[src/rtl/shift_fifo_p_if.sv]
// Handshake bundle for shift_fifo_p: write/read/flush requests in,
// head data, occupancy and sticky error flags out.
interface shift_fifo_p_if #(
  parameter int unsigned WIDTH = 8,
  parameter int unsigned DEPTH = 6
);
  localparam int unsigned CW = $clog2(DEPTH + 1);

  logic [WIDTH-1:0] D;
  logic             WR;
  logic             RD;
  logic             FLUSH;
  logic [WIDTH-1:0] Q;
  logic             VALID;
  logic             FULL;
  logic             AFULL;
  logic [CW-1:0]    COUNT;
  logic             OVF;
  logic             UNF;

  modport master (
    output D, WR, RD, FLUSH,
    input  Q, VALID, FULL, AFULL, COUNT, OVF, UNF
  );

  modport slave (
    input  D, WR, RD, FLUSH,
    output Q, VALID, FULL, AFULL, COUNT, OVF, UNF
  );
endinterface

[src/rtl/shift_fifo_p.sv]
// Shift-register FIFO: slot 0 is the registered head, valid flags form a
// thermometer from slot 0, pushes land in the first slot free after the shift.
module shift_fifo_p #(
  parameter int unsigned WIDTH       = 8,
  parameter int unsigned DEPTH       = 6,
  parameter int unsigned AFULL_LEVEL = DEPTH - 2
) (
  input  logic           CLK,
  input  logic           RST,
  shift_fifo_p_if.slave  bus
);
  localparam int unsigned CW = $clog2(DEPTH + 1);

  logic [WIDTH-1:0] mem     [DEPTH];
  logic [WIDTH-1:0] mem_nxt [DEPTH];
  logic [DEPTH-1:0] vld, vld_nxt;
  logic [CW-1:0]    count, count_nxt, wr_slot;
  logic             ovf, unf;
  logic             pop, push;

  assign pop     = bus.RD & vld[0];
  assign push    = bus.WR & (~vld[DEPTH-1] | pop);
  assign wr_slot = count - CW'(pop);

  // Data only moves into a slot whose new occupant is valid, so the head
  // keeps its last value once the final entry has been popped.
  always_comb begin
    mem_nxt   = mem;
    vld_nxt   = vld;
    count_nxt = count + CW'(push) - CW'(pop);
    if (pop) begin
      for (int unsigned k = 0; k < DEPTH - 1; k++) begin
        vld_nxt[k] = vld[k+1];
        if (vld[k+1]) mem_nxt[k] = mem[k+1];
      end
      vld_nxt[DEPTH-1] = 1'b0;
    end
    if (push) begin
      for (int unsigned k = 0; k < DEPTH; k++) begin
        if (wr_slot == CW'(k)) begin
          mem_nxt[k] = bus.D;
          vld_nxt[k] = 1'b1;
        end
      end
    end
  end

  always_ff @(posedge CLK or posedge RST) begin
    if (RST) begin
      for (int unsigned k = 0; k < DEPTH; k++) mem[k] <= '0;
      vld   <= '0;
      count <= '0;
      ovf   <= 1'b0;
      unf   <= 1'b0;
    end else if (bus.FLUSH) begin
      vld   <= '0;
      count <= '0;
      ovf   <= 1'b0;
      unf   <= 1'b0;
    end else begin
      mem   <= mem_nxt;
      vld   <= vld_nxt;
      count <= count_nxt;
      if (bus.WR && !push) ovf <= 1'b1;
      if (bus.RD && !vld[0]) unf <= 1'b1;
    end
  end

  assign bus.Q     = mem[0];
  assign bus.VALID = vld[0];
  assign bus.FULL  = vld[DEPTH-1];
  assign bus.AFULL = (count >= CW'(AFULL_LEVEL));
  assign bus.COUNT = count;
  assign bus.OVF   = ovf;
  assign bus.UNF   = unf;
endmodule

[src/flat_wrapper.sv]
// flat-port wrapper written by rule: the top's interface ports become plain ports
module shift_fifo_p_flat 
#(
  parameter int unsigned WIDTH       = 8,
  parameter int unsigned DEPTH       = 6,
  parameter int unsigned AFULL_LEVEL = DEPTH - 2
)
  (CLK, RST, bus_D, bus_WR, bus_RD, bus_FLUSH, bus_Q, bus_VALID, bus_FULL, bus_AFULL, bus_COUNT, bus_OVF, bus_UNF);
  shift_fifo_p_if #(.WIDTH(WIDTH), .DEPTH(DEPTH)) bus_i ();
  input  logic CLK;
  input  logic RST;
  input wire logic [$bits(bus_i.D)-1:0] bus_D;
  input wire logic [$bits(bus_i.WR)-1:0] bus_WR;
  input wire logic [$bits(bus_i.RD)-1:0] bus_RD;
  input wire logic [$bits(bus_i.FLUSH)-1:0] bus_FLUSH;
  output wire logic [$bits(bus_i.Q)-1:0] bus_Q;
  output wire logic [$bits(bus_i.VALID)-1:0] bus_VALID;
  output wire logic [$bits(bus_i.FULL)-1:0] bus_FULL;
  output wire logic [$bits(bus_i.AFULL)-1:0] bus_AFULL;
  output wire logic [$bits(bus_i.COUNT)-1:0] bus_COUNT;
  output wire logic [$bits(bus_i.OVF)-1:0] bus_OVF;
  output wire logic [$bits(bus_i.UNF)-1:0] bus_UNF;
  assign bus_i.D = bus_D;
  assign bus_i.WR = bus_WR;
  assign bus_i.RD = bus_RD;
  assign bus_i.FLUSH = bus_FLUSH;
  assign bus_Q = bus_i.Q;
  assign bus_VALID = bus_i.VALID;
  assign bus_FULL = bus_i.FULL;
  assign bus_AFULL = bus_i.AFULL;
  assign bus_COUNT = bus_i.COUNT;
  assign bus_OVF = bus_i.OVF;
  assign bus_UNF = bus_i.UNF;
  shift_fifo_p #(.WIDTH(WIDTH), .DEPTH(DEPTH), .AFULL_LEVEL(AFULL_LEVEL)) u_core (.CLK(CLK), .RST(RST), .bus(bus_i));
endmodule
[config.mk]
export PLATFORM = sky130hd
export DESIGN_NAME = shift_fifo_p_flat
export DESIGN_NICKNAME = d
export VERILOG_FILES = /design/src/rtl/shift_fifo_p_if.sv /design/src/rtl/shift_fifo_p.sv /design/src/flat_wrapper.sv
export SDC_FILE = /design/constraint.sdc
export NUM_CORES = 1
export LEC_CHECK = 0
export ABC_AREA = 1
export ABC_CLOCK_PERIOD_IN_PS = 3350
export BUFFER_PORTS_ARGS = -buffer_cell sky130_fd_sc_hd__buf_4
export CAP_MARGIN = 20
export CELL_PAD_IN_SITES_DETAIL_PLACEMENT = 0
export CELL_PAD_IN_SITES_GLOBAL_PLACEMENT = 1
export CORE_MARGIN = 3
export CORE_UTILIZATION = 47
export DETAILED_ROUTE_END_ITERATION = 8
export GPL_TIMING_DRIVEN = 0
export PLACE_DENSITY = 0.94
export SLEW_MARGIN = 20
export SYNTH_ARGS = -nofsm -noshare
export SYNTH_HDL_FRONTEND = slang
export SYNTH_SLANG_ARGS = --single-unit
[constraint.sdc]
create_clock -name CLK -period 3.35 [get_ports CLK]
set_clock_uncertainty 0.1 [all_clocks]
set_input_delay 0.67 -clock CLK [delete_from_list [all_inputs] [get_ports CLK]]
set_output_delay 0.67 -clock CLK [all_outputs]
set_load 0.02 [all_outputs]
==> results of run 1 <==
stage by stage:
stage	setup slack, ns	area [um^2]	utilization [%]	hold slack (ns)	total power [mW]
4_1_cts	1.123	4353	57.85	0.1631	3.631
5_1_grt	0.9500	4353	57.85	0.1620	3.930
3_5_place_dp	0.8385	4111	54.64	0.3701	2.811
2_1_floorplan	1.124	3762	-	0.3553	2.408
3_3_place_gp	0.2910	4089	54.34	0.3642	2.742
6_report	1.130	4353	57.85	0.1637	3.612
power groups by stage:
stage / Combinational (mW) / Sequential, mW / Clock, mW
3_5_place_dp: 1.52 / 1.29 / 0
6_report: 1.52 / 1.28 / 0.815
4_1_cts: 1.53 / 1.28 / 0.824
3_3_place_gp: 1.47 / 1.27 / 0
5_1_grt: 1.75 / 1.32 / 0.861
2_1_floorplan: 1.18 / 1.23 / 0
worst paths after layout:
check / depth (start not counted) / start / to / slack (ns)
worst max-delay path: 9 / u_core.bus.COUNT[0] / u_core.mem[27] / 1.13
worst min-delay path: 2 / RST / u_core.bus.COUNT[2] / 0.16
worst max register to register: 9 / u_core.bus.COUNT[0] / u_core.mem[27] / 1.13
worst min register to register: 2 / u_core.mem[6] / u_core.mem[6] / 0.39
max in group asynchronous: 3 / RST / u_core.mem[23] / 2.47
min in group CLK: 2 / u_core.mem[6] / u_core.mem[6] / 0.39
cells by family (layout without fill, tap and decap cells):
| kind of cell | count (synthesis) | count (layout) |
|---|---|---|
| xor gates and xnor gates | 2 | 2 |
| DFF | 59 | 59 |
| and+or+nand+nor | 374 | 374 |
| buffers and inverters | 90 | 134 |
| adders and majority gates | 4 | 4 |
| AOI/OAI and AO/OA | 20 | 20 |
worst register-to-register path, cell delays in order (launching register included):
cell     delay (ns)
dfrtp_1        0.42
inv_1          0.08
nand3_1        0.12
ha_1           0.49
inv_1          0.12
nor2_4         0.28
buf_4          0.23
nand3_1        0.10
nand3_1        0.10
nand2_1        0.06
final cells by class:
| type | count | area, um^2 | area share [%] |
|---|---|---|---|
| sequential | 59 | 1476 | 33.92 |
| multi-input combinational | 400 | 1892 | 43.46 |
| tap | 99 | 123.9 | 2.846 |
| timing repair buffer | 28 | 222.7 | 5.116 |
| clock buffer | 11 | 141.4 | 3.248 |
| clock inverter | 5 | 100.1 | 2.300 |
| inverter | 66 | 250.2 | 5.749 |
| buffer | 24 | 146.4 | 3.363 |
cell usage in the layout (no fill, tap or decap), types with 2 or more instances in the layout:
cell type  netlist  layout
buf_6            2       2
nand2_1        260     260
ha_1             3       3
a21oi_1          9       9
nor2_4           9       9
nor2_1           6       6
buf_4           11      38
bufinv_16        0       3
o21ai_0          3       3
clkbuf_1         7       8
nand3_1         83      83
o21ai_2          8       8
buf_1            4       4
clkinv_2         0       2
nor2_8           3       3
dfrtp_1         59      59
nand2_2         10      10
clkbuf_8         0      10
inv_1           64      63
registers in the layout, summed over array words and instances, names as in the netlist:
register          cells
u_core.bus.COUNT      3
u_core.mem           40
u_core.bus.OVF        1
u_core.vld            6
u_core.bus.Q          8
u_core.bus.UNF        1
layer usage:
layer | share of wire, % | up-vias | GRT usage, %
met1 | 44 | 1619 | 29.28
li1 | - | 1760 | -
met2 | 50 | 79 | 42.86
met5 | 0 | - | 0
met4 | 1.4 | 0 | 8.175
met3 | 4.4 | 14 | 5.288
==> impl_results.md, run 1 <==
* Status: finished, final reports clean
* Core ar. at 7525 um^2
* Routed WL per cell at 14.27 um
* Async SR Flop Fraction at 100.0%
* Clock-pin slew on the worst setup and hold paths at 0.07 ns
* Routability cong. at 0.8187
* Switching pwr at 1.464 mW
* Antenna violations before repair at 0
* Worst EP required at 3.47 ns
* Post-route DRC violation count at 0
* WS Path Type: reg2reg
* 1st-iter DRT viols at 229
* Post-synth top cells: nand2_1 (260), nand3_1 (83), inv_1 (64), dfrtp_1 (59), buf_4 (11)
* Total grt overflow at 0
* Post-CTS Setup Inserts at 0
* Worst-margin pin slew at 0.5942 ns
* Hold Buf Count CTS at 0
* Clk buf depth at 2
* Internal Pwr Total at 2.148 mW
* CP endpoint kind: flip-flop
* VDD IR-drop max at 0.4700 mV
* Diode count at 0
* Ranking of synthesized cells by area: dfrtp_1 (39%), nand2_1 (26%), nand3_1 (11%), inv_1 (6.4%), nor2_4 (2.7%)
* Syn avg cell area at 6.853 um^2
* Post-route clock period utilization at 66.26%
* Slew Limit Headroom at 60.39%
* Ports at 29
* Share of cells above drive strength 1 at 15.35%
* RSZ-0062 raised after global routing: no
* Fmax at 450.5 MHz
* Synth area leader: dfrtp_1
* Row count at 31
* Share of total power in the clock network at 22.6%
* Critical Path AT at 2.34 ns
* Clk root buf: clkbuf_8
* Antenna Nets Post-Route at 0
* Starting Density at 50.00%
* Vias per inst at 5.017
* Buffer and inverter count on the worst path at 3
* DR vias at 3472
* CP startpoint kind: flip-flop
* Synth top area share at 39.24%
* Setup TNS at 0 ns
* Synthesized cell area at 3762 um^2
* Final Max Slew Viols at 0
* Final Hold Fails at 0
* Cells after synthesis at 549
* Post-CTS Resized at 0
* Slowest cell on crit path: ha_1
* Switching Fraction at 40.52%
* Routed wire length at 9.877 mm
* Leak at 2.429 nW
* Non-filler instance count after layout at 692
* Area share of fa/ha/maj cells after synthesis at 1.530%
* Die Footprint at 9115 um^2
* Cts bufs inserted at 9
* Post-DP HPWL at 7.111 mm
* CTS tree: yes
* Min-Delay Path Class: in2async
* Cell variety after synth at 24
* Most frequent cell after synthesis: nand2_1
* Initial DRT Pass Iterations at 4
* Clk Latency, worst-skew pair at 0.34 ns
* Main combinational cell family by area after synthesis: simple AND/OR/NAND/NOR gates
* Reg power frac at 35.3%
* P&R area growth vs syn at 15.70%
* XOR/XNOR Fraction of Synth Area at 0.4656%
* Final-report setup violation count at 0
* Ys flop type: dfrtp_1
* Die Span X at 95.47 um
* All-Layer GR Usage at 24.31%
* Post-synthesis sequential element count at 59
* Synth Area in Compound Gates at 3.459%
* Vias in the first global route at 3419
* Port bufs at 27
* Comb pwr share at 42.1%
* Crit-path max FO at 10
* First-pass GRT wire length at 16.66 mm
* H-tree Lvls at 3
* Power density cells at 829.8 nW/um^2
* Seq/Total Area, Yosys at 39.24%
* Die height at 95.47 um
* Synth Warn # at 0
* Post-Synth Simple-Gate Area at 44.83%
* Post-synth EDFFs at 0
* CP max stage delay at 0.49 ns
* DP Cell Count at 676
* Post-synth net total at 566
* Clock tree sinks at 59
* Final #Nets at 605
* Tmin final at 2.220 ns
* Crit-path most repeated cell: nand3_1
* Largest net degree at the start of global routing at 43
* Mux cell area share after synthesis at 0%
* Fillcell total at 729
* Max_cap viols at 0
* Worst-path cell chain: inv_1 > nand3_1 > ha_1 > inv_1 > nor2_4 > buf_4 > nand3_1 > nand3_1 > nand2_1
* Crit path max-delay family: simple AND/OR/NAND/NOR gates
No activity file was read; power rests on OpenSTA's default activity.
==> run 2, diff against run 1 <==
--- a/config.mk
+++ b/config.mk
@@ -5,17 +5,17 @@
 export SDC_FILE = /design/constraint.sdc
 export NUM_CORES = 1
 export LEC_CHECK = 0
-export ABC_AREA = 1
-export ABC_CLOCK_PERIOD_IN_PS = 3350
+export ABC_AREA = 0
+export ABC_CLOCK_PERIOD_IN_PS = 1800
 export BUFFER_PORTS_ARGS = -buffer_cell sky130_fd_sc_hd__buf_4
 export CAP_MARGIN = 20
 export CELL_PAD_IN_SITES_DETAIL_PLACEMENT = 0
 export CELL_PAD_IN_SITES_GLOBAL_PLACEMENT = 1
 export CORE_MARGIN = 3
-export CORE_UTILIZATION = 47
+export CORE_UTILIZATION = 42
 export DETAILED_ROUTE_END_ITERATION = 8
 export GPL_TIMING_DRIVEN = 0
-export PLACE_DENSITY = 0.94
+export PLACE_DENSITY = 0.85
 export SLEW_MARGIN = 20
 export SYNTH_ARGS = -nofsm -noshare
 export SYNTH_HDL_FRONTEND = slang
==> constraint.sdc (replaced) <==
create_clock -name CLK -period 1.8 [get_ports CLK]
set_clock_uncertainty 0.1 [all_clocks]
set_input_delay 0.36 -clock CLK [delete_from_list [all_inputs] [get_ports CLK]]
set_output_delay 0.36 -clock CLK [all_outputs]
set_load 0.02 [all_outputs]
==> impl_results.md, run 2 <==
* Die Span X at 90.36 um (-5.4%)
* Min-Delay Path Class: in2async
* VDD IR-drop max at 0.6856 mV (+46%)
* First-pass GRT wire length at 11.70 mm (-30%)
* Largest net degree at the start of global routing at 34 (-21%)
* Tmin final at 2.159 ns (-0.06078 ns)
* Final Hold Fails at 17 (+17)
* Synth Warn # at 0 (unchanged)
* Slew Limit Headroom at 58.94% (-1.4 points)
* Cells after synthesis at 285 (-48%)
* Max FFs per register at 40 (unchanged)
* Max_cap viols at 0 (unchanged)
* Post-DP HPWL at 4.874 mm (-31%)
* Hold_ws at -0.003787 ns (-0.1675 ns)
* Die Footprint at 8165 um^2 (-10%)
* Ranking of synthesized cells by area: dfrtp_1 (49%), a221o_1 (13%), nand2_1 (5.1%), a21oi_1 (3.7%), nor2_1 (3.3%)
* Hold Buf Count CTS at 0 (unchanged)
* Clk root buf: clkbuf_8
* Most common cell after layout, fill and taps aside: dfrtp_1
* Clk buf depth at 2 (unchanged)
* Post-route clock period utilization at 119.9% (+54 points)
* Critical Path AT at 2.28 ns (-0.06 ns)
* Cts bufs inserted at 9 (unchanged)
* Internal Pwr Total at 3.721 mW (+73%)
* Crit-path max FO at 10 (unchanged)
* Clock tree sinks at 59 (unchanged)
* Overall power at 5.662 mW (+57%)
* Power density cells at 1418 nW/um^2 (+71%)
* Worst-margin pin slew at 0.6146 ns (+0.02038 ns)
* Synthesized cell area at 2989 um^2 (-21%)
* Clk Latency, worst-skew pair at 0.34 ns (about the same)
* Comb pwr share at 41.9% (-0.2 points)
* Cell variety after synth at 37 (+54%)
* CP endpoint kind: flip-flop
* DR vias at 2367 (-32%)
* Placed cell area at 3496 um^2 (-15%)
* Ports at 29 (unchanged)
* Status: complete, but fails checks
* Antenna violations before repair at 0 (unchanged)
* Port bufs at 28 (+3.7%)
* Routability cong. at 0.7853 (-4.1%)
* Final-report setup violation count at 55 (+55)
* Switching Fraction at 34.29% (-6.2 points)
* Share of total power in the clock network at 19.3% (-3.3 points)
* Synth top area share at 49.39% (+10 points)
* Post-route DRC violation count at 0 (unchanged)
* Setup ws final at -0.3588 ns (-1.489 ns)
* Failing checks: hold timing, setup timing
* Final #Nets at 362 (-40%)
* Fmax at 463.2 MHz (+2.8%)
* CTS tree: yes
* Syn avg cell area at 10.49 um^2 (+53%)
* Routed WL per cell at 15.57 um (+9.1%)
* Row count at 30 (-3.2%)
* Post-synth top cells: dfrtp_1 (59), nand2_1 (41), a221o_1 (40), nor2_1 (26), a21oi_1 (22)
* RSZ-0062 raised after global routing: yes
* Seq/Total Area, Yosys at 49.39% (+10 points)
* All-Layer GR Usage at 18.21% (-6.1 points)
* Total grt overflow at 0 (unchanged)
* Worst EP required at 1.92 ns (-1.55 ns)
* Async SR Flop Fraction at 100.0% (unchanged)
* Antenna Nets Post-Route at 0 (unchanged)
* Vias per inst at 5.307 (+5.8%)
* Switching pwr at 1.942 mW (+33%)
* Core ar. at 6832 um^2 (-9.2%)
* P&R area growth vs syn at 33.61%
* Reg power frac at 38.8% (+3.5 points)
* H-tree Lvls at 3 (unchanged)
* Post-synth net total at 302 (-47%)
* Post-synth EDFFs at 0 (unchanged)
* Diode count at 0 (unchanged)
* Most frequent cell after synthesis: dfrtp_1
* Starting Density at 43.75% (-6.2 points)
* Ys flop type: dfrtp_1
* Vias in the first global route at 2380 (-30%)
* Biggest register: u_core.mem
* Initial DRT Pass Iterations at 4 (unchanged)
* Routed wire length at 6.943 mm (-30%)
* Final Max Slew Viols at 0 (unchanged)
* WS Path Type: reg2reg
* Most frequent cells in the layout: dfrtp_1 (57), buf_4 (52), a221o_1 (40)
* Post-synthesis sequential element count at 59 (unchanged)
* Die height at 90.36 um (-5.4%)
* Finished Cell Area at 3994 um^2 (-8.2%)
* Share of cells above drive strength 1 at 39.14% (+24 points)
* 1st-iter DRT viols at 142 (-38%)
* Leak at 1.822 nW (-25%)
* CP startpoint kind: flip-flop
* Clock-pin slew on the worst setup and hold paths at 0.07 ns (about the same)
* Synth area leader: dfrtp_1
-- run 2: timing repair --
action | 4_1_cts | 5_1_grt
gates cloned | 0 | 1
pin swaps | 28 | 9
gates resized for setup | 28 | 21
buffers inserted | 17 | 5
endpoints found under the setup margin | 56 | 56
-- run 2: cell families (layout without fill, tap and decap cells) --
kind of cell	Yosys count	in the layout	synth area share [%]
AO/OA/AOI/OAI	74	74	21.31
XOR/XNOR	4	4	1.675
adder cells (fa/ha/maj)	4	4	1.926
buffers and inverters	31	96	5.609
flip-flops	59	59	49.39
multiplexers	11	11	4.019
AND/OR/NAND/NOR	102	102	16.07
-- run 2: routing by layer --
metal	vias up	share of wire [%]	wire length, um	track usage, %
li1	1151	-	-	-
met1	1140	45	3148	23.83
met2	65	48	3307	28.81
met3	11	5.4	377	5.167
met4	0	1.6	109	6.760
met5	-	0	0	0
-- run 2: layout make-up --
type	count	area, um^2
clock buffer	12	155.1
clock inverter	4	25.02
multi-input combinational	195	1595
inverter	5	25.02
timing repair buffer	52	432.9
sequential	59	1479
fill	606	2838
buffer	23	161.4
tap	96	120.1
-- run 2: worst paths after layout --
path,start,end,slack [ns],cells past startpoint
setup / recovery,u_core.vld[0],u_core.mem[27],-0.36,6
hold / removal,RST,u_core.bus.Q[5],-0.004,2
setup reg to reg,u_core.vld[0],u_core.mem[27],-0.36,6
hold reg to reg,u_core.bus.UNF,u_core.bus.UNF,0.40,2
max in group asynchronous,RST,u_core.bus.COUNT[0],1.04,3
min in group CLK,bus_D[7],u_core.mem[7],0.16,2
-- run 2: power groups by stage --
stage / combinational, mW / sequential, mW / clock (mW)
CTS: 2.22 / 2.20 / 1.11
detailed placement: 1.95 / 2.24 / 0
finish: 2.37 / 2.20 / 1.09
global placement: 1.89 / 2.21 / 0
global route: 2.58 / 2.29 / 1.18
floorplan: 1.48 / 2.17 / 0
-- run 2: worst max-delay path: stages, from the launching register on --
cell and delay (ns):
dfrtp_2 0.42, buf_4 0.15, buf_6 0.14, a211o_4 0.38, a211o_1 0.31, a21o_4 0.24
a221o_1 0.31
-- run 2: through the flow --
step	setup WS (ns)	hold slack [ns]	std cells	TNS, ns	utilization, %
final	-0.3588	-0.003787	446	-14.65	58.46
after global routing	-0.4407	0.02186	446	-18.80	58.46
after CTS	-0.4076	0.004887	440	-15.34	56.74
after detailed placement	-0.6963	0.3732	410	-29.38	51.17
after global placement	-0.6859	0.3819	409	-28.15	50.88
after floorplan	-0.5140	0.3595	285	-20.66	-
==> run 3, diff against run 2 <==
--- a/config.mk
+++ b/config.mk
@@ -16,6 +16,7 @@
 export DETAILED_ROUTE_END_ITERATION = 8
 export GPL_TIMING_DRIVEN = 0
 export PLACE_DENSITY = 0.85
+export REMOVE_ABC_BUFFERS = 1
 export SLEW_MARGIN = 20
 export SYNTH_ARGS = -nofsm -noshare
 export SYNTH_HDL_FRONTEND = slang
==> impl_results.md, run 3 (synthesis results as in run 2) <==
* Status: complete, but fails checks
* Failing checks: setup timing
* Core ar. at 6832 um^2 (unchanged)
* Clock-pin slew on the worst setup and hold paths at 0.07 ns (about the same)
* 1st-iter DRT viols at 143 (+0.70%)
* Register area at 1479 um^2 (unchanged)
* Routed WL per cell at 15.71 um (+0.90%)
* Worst-margin pin slew at 0.7189 ns (+0.1043 ns)
* Diode count at 0 (unchanged)
* Power density cells at 1422 nW/um^2 (+0.33%)
* Tmin final at 2.234 ns (+0.07498 ns)
* Footprint of the multi-input gates at 1589 um^2 (-0.39%)
* All-Layer GR Usage at 18.35% (+0.14 points)
* Fin util at 57.69% (-0.77 points)
* Final Hold Fails at 0 (-17)
* Ports at 29 (unchanged)
* Fillcell total at 548 (-9.6%)
* RSZ-0062 raised after global routing: yes
* Final-report setup violation count at 56 (+1.8%)
* H-tree Lvls at 3 (unchanged)
* Routed wire length at 6.817 mm (-1.8%)
* Max_cap viols at 0 (unchanged)
* Final Max Slew Viols at 0 (unchanged)
* Die Span X at 90.36 um (unchanged)
* Post-route DRC violation count at 0 (unchanged)
* Antenna violations before repair at 0 (unchanged)
* Die Footprint at 8165 um^2 (unchanged)
* Total grt overflow at 0 (unchanged)
* Setup TNS at -17.41 ns (-2.759 ns)
* Worst EP required at 1.92 ns (about the same)
* Starting Density at 43.75% (unchanged)
* VDD IR-drop max at 0.6600 mV (-3.7%)
* CTS tree: yes
* Vias in the first global route at 2378 (-0.084%)
* Setup ws final at -0.4337 ns (-0.07498 ns)
* Leak at 1.810 nW (-0.64%)
* Clk Latency, worst-skew pair at 0.34 ns (about the same)
* CP startpoint kind: flip-flop
* P&R area growth vs syn at 31.85%
* Antenna Nets Post-Route at 0 (unchanged)
* DR vias at 2333 (-1.4%)
* Routability cong. at 0.7599 (-3.2%)
* Share of cells above drive strength 1 at 38.17% (-0.98 points)
* Clock tree sinks at 59 (unchanged)
* Clk buf depth at 2 (unchanged)
* Min-Delay Path Class: in2async
* Initial DRT Pass Iterations at 4 (unchanged)
* Post-route clock period utilization at 124.1% (+4.2 points)
* Clk root buf: clkbuf_8
* Final #Nets at 350 (-3.3%)
* Max FFs per register at 40 (unchanged)
* Reg2reg setup slack at -0.43 ns (-0.07 ns)
* Crit-path max FO at 8 (-2)
* Biggest register: u_core.mem
* Most frequent cells in the layout: dfrtp_1 (57), buf_4 (48), a221o_1 (40)
* Row count at 30 (unchanged)
* Port bufs at 28 (unchanged)
* First-pass GRT wire length at 11.88 mm (+1.5%)
* Hold Buf Count CTS at 0 (unchanged)
* Most common cell after layout, fill and taps aside: dfrtp_1
* CP endpoint kind: flip-flop
* Vias per inst at 5.376 (+1.3%)
* Critical Path AT at 2.35 ns (+0.07 ns)
* Die height at 90.36 um (unchanged)
* Largest net degree at the start of global routing at 60 (+76%)
* Fmax at 447.7 MHz (-3.4%)
* Cts bufs inserted at 9 (unchanged)
* WS Path Type: reg2reg
* Slew Limit Headroom at 52.08% (-6.9 points)
* Post-DP HPWL at 4.151 mm (-15%)
## run 3: cell count changes in the layout (fill, tap and decap cells not counted), moves of 2 or more
cell / delta
clkinvlp_4: -2
buf_1: -4
buf_4: -4
nor2_2: -4
clkbuf_1: -2
nor2_1: +5
buf_2: -2
## run 3: final timing paths
check,endpoint,depth (start not counted),start
min in group CLK,u_core.mem[4],2,bus_D[4]
worst min register to register,u_core.bus.UNF,2,u_core.bus.UNF
worst max register to register,u_core.mem[29],7,u_core.vld[0]
worst min-delay path,u_core.bus.COUNT[2],2,RST
worst max-delay path,u_core.mem[29],7,u_core.vld[0]
max in group asynchronous,u_core.vld[0],2,RST
## run 3: per-layer routing
layer  vias to the layer above  GRT usage (%)  part of all wire, %
met5                         -              0                    0
met4                         0          6.378                  1.3
met3                         8          5.167                  4.8
met2                        56          29.56                   49
met1                      1136          23.76                   45
li1                       1133              -                    -
## run 3: power by group
group / internal, mW / switching (mW)
sequential: 1.87 / 0.331
clock: 0.670 / 0.528
combinational: 1.18 / 1.03
total: 3.71 / 1.89
## run 3: timing repair
action | in CTS | in global routing
pin swaps | 21 | 17
resized for setup | 60 | 10
endpoints found under the setup margin | 57 | 57
setup buffers | 31 | 7
gates cloned | 1 | 0
## run 3: metrics by stage
| step | total power, mW | worst slack (ns) | cells | hold slack [ns] | area, um^2 |
|---|---|---|---|---|---|
| after global placement | 3.719 | -1.616 | 383 | 0.3772 | 3171 |
| after global routing | 5.998 | -0.4853 | 434 | 0.09540 | 3941 |
| after CTS | 5.519 | -0.3669 | 431 | 0.07595 | 3891 |
| after detailed placement | 3.801 | -1.585 | 384 | 0.3872 | 3188 |
| after floorplan | 3.297 | -1.108 | 259 | 0.3231 | 2840 |
| final | 5.606 | -0.4337 | 434 | 0.04754 | 3941 |
## run 3: area by class of cell
cell class	instances	area share [%]
clock buffer	11	3.587
clock inverter	5	1.333
inverter	5	0.6032
multi-input combinational	196	40.32
sequential	59	37.52
tap	96	3.048
timing repair buffer	62	13.59
## run 3: worst max-delay path, stage by stage, from the launching register on
cell and delay (ns):
dfrtp_2 0.39, nand2_4 0.06, or2_4 0.28, ha_4 0.29, nand2_2 0.10, a211o_1 0.33, a21o_4 0.25, a221o_1 0.32
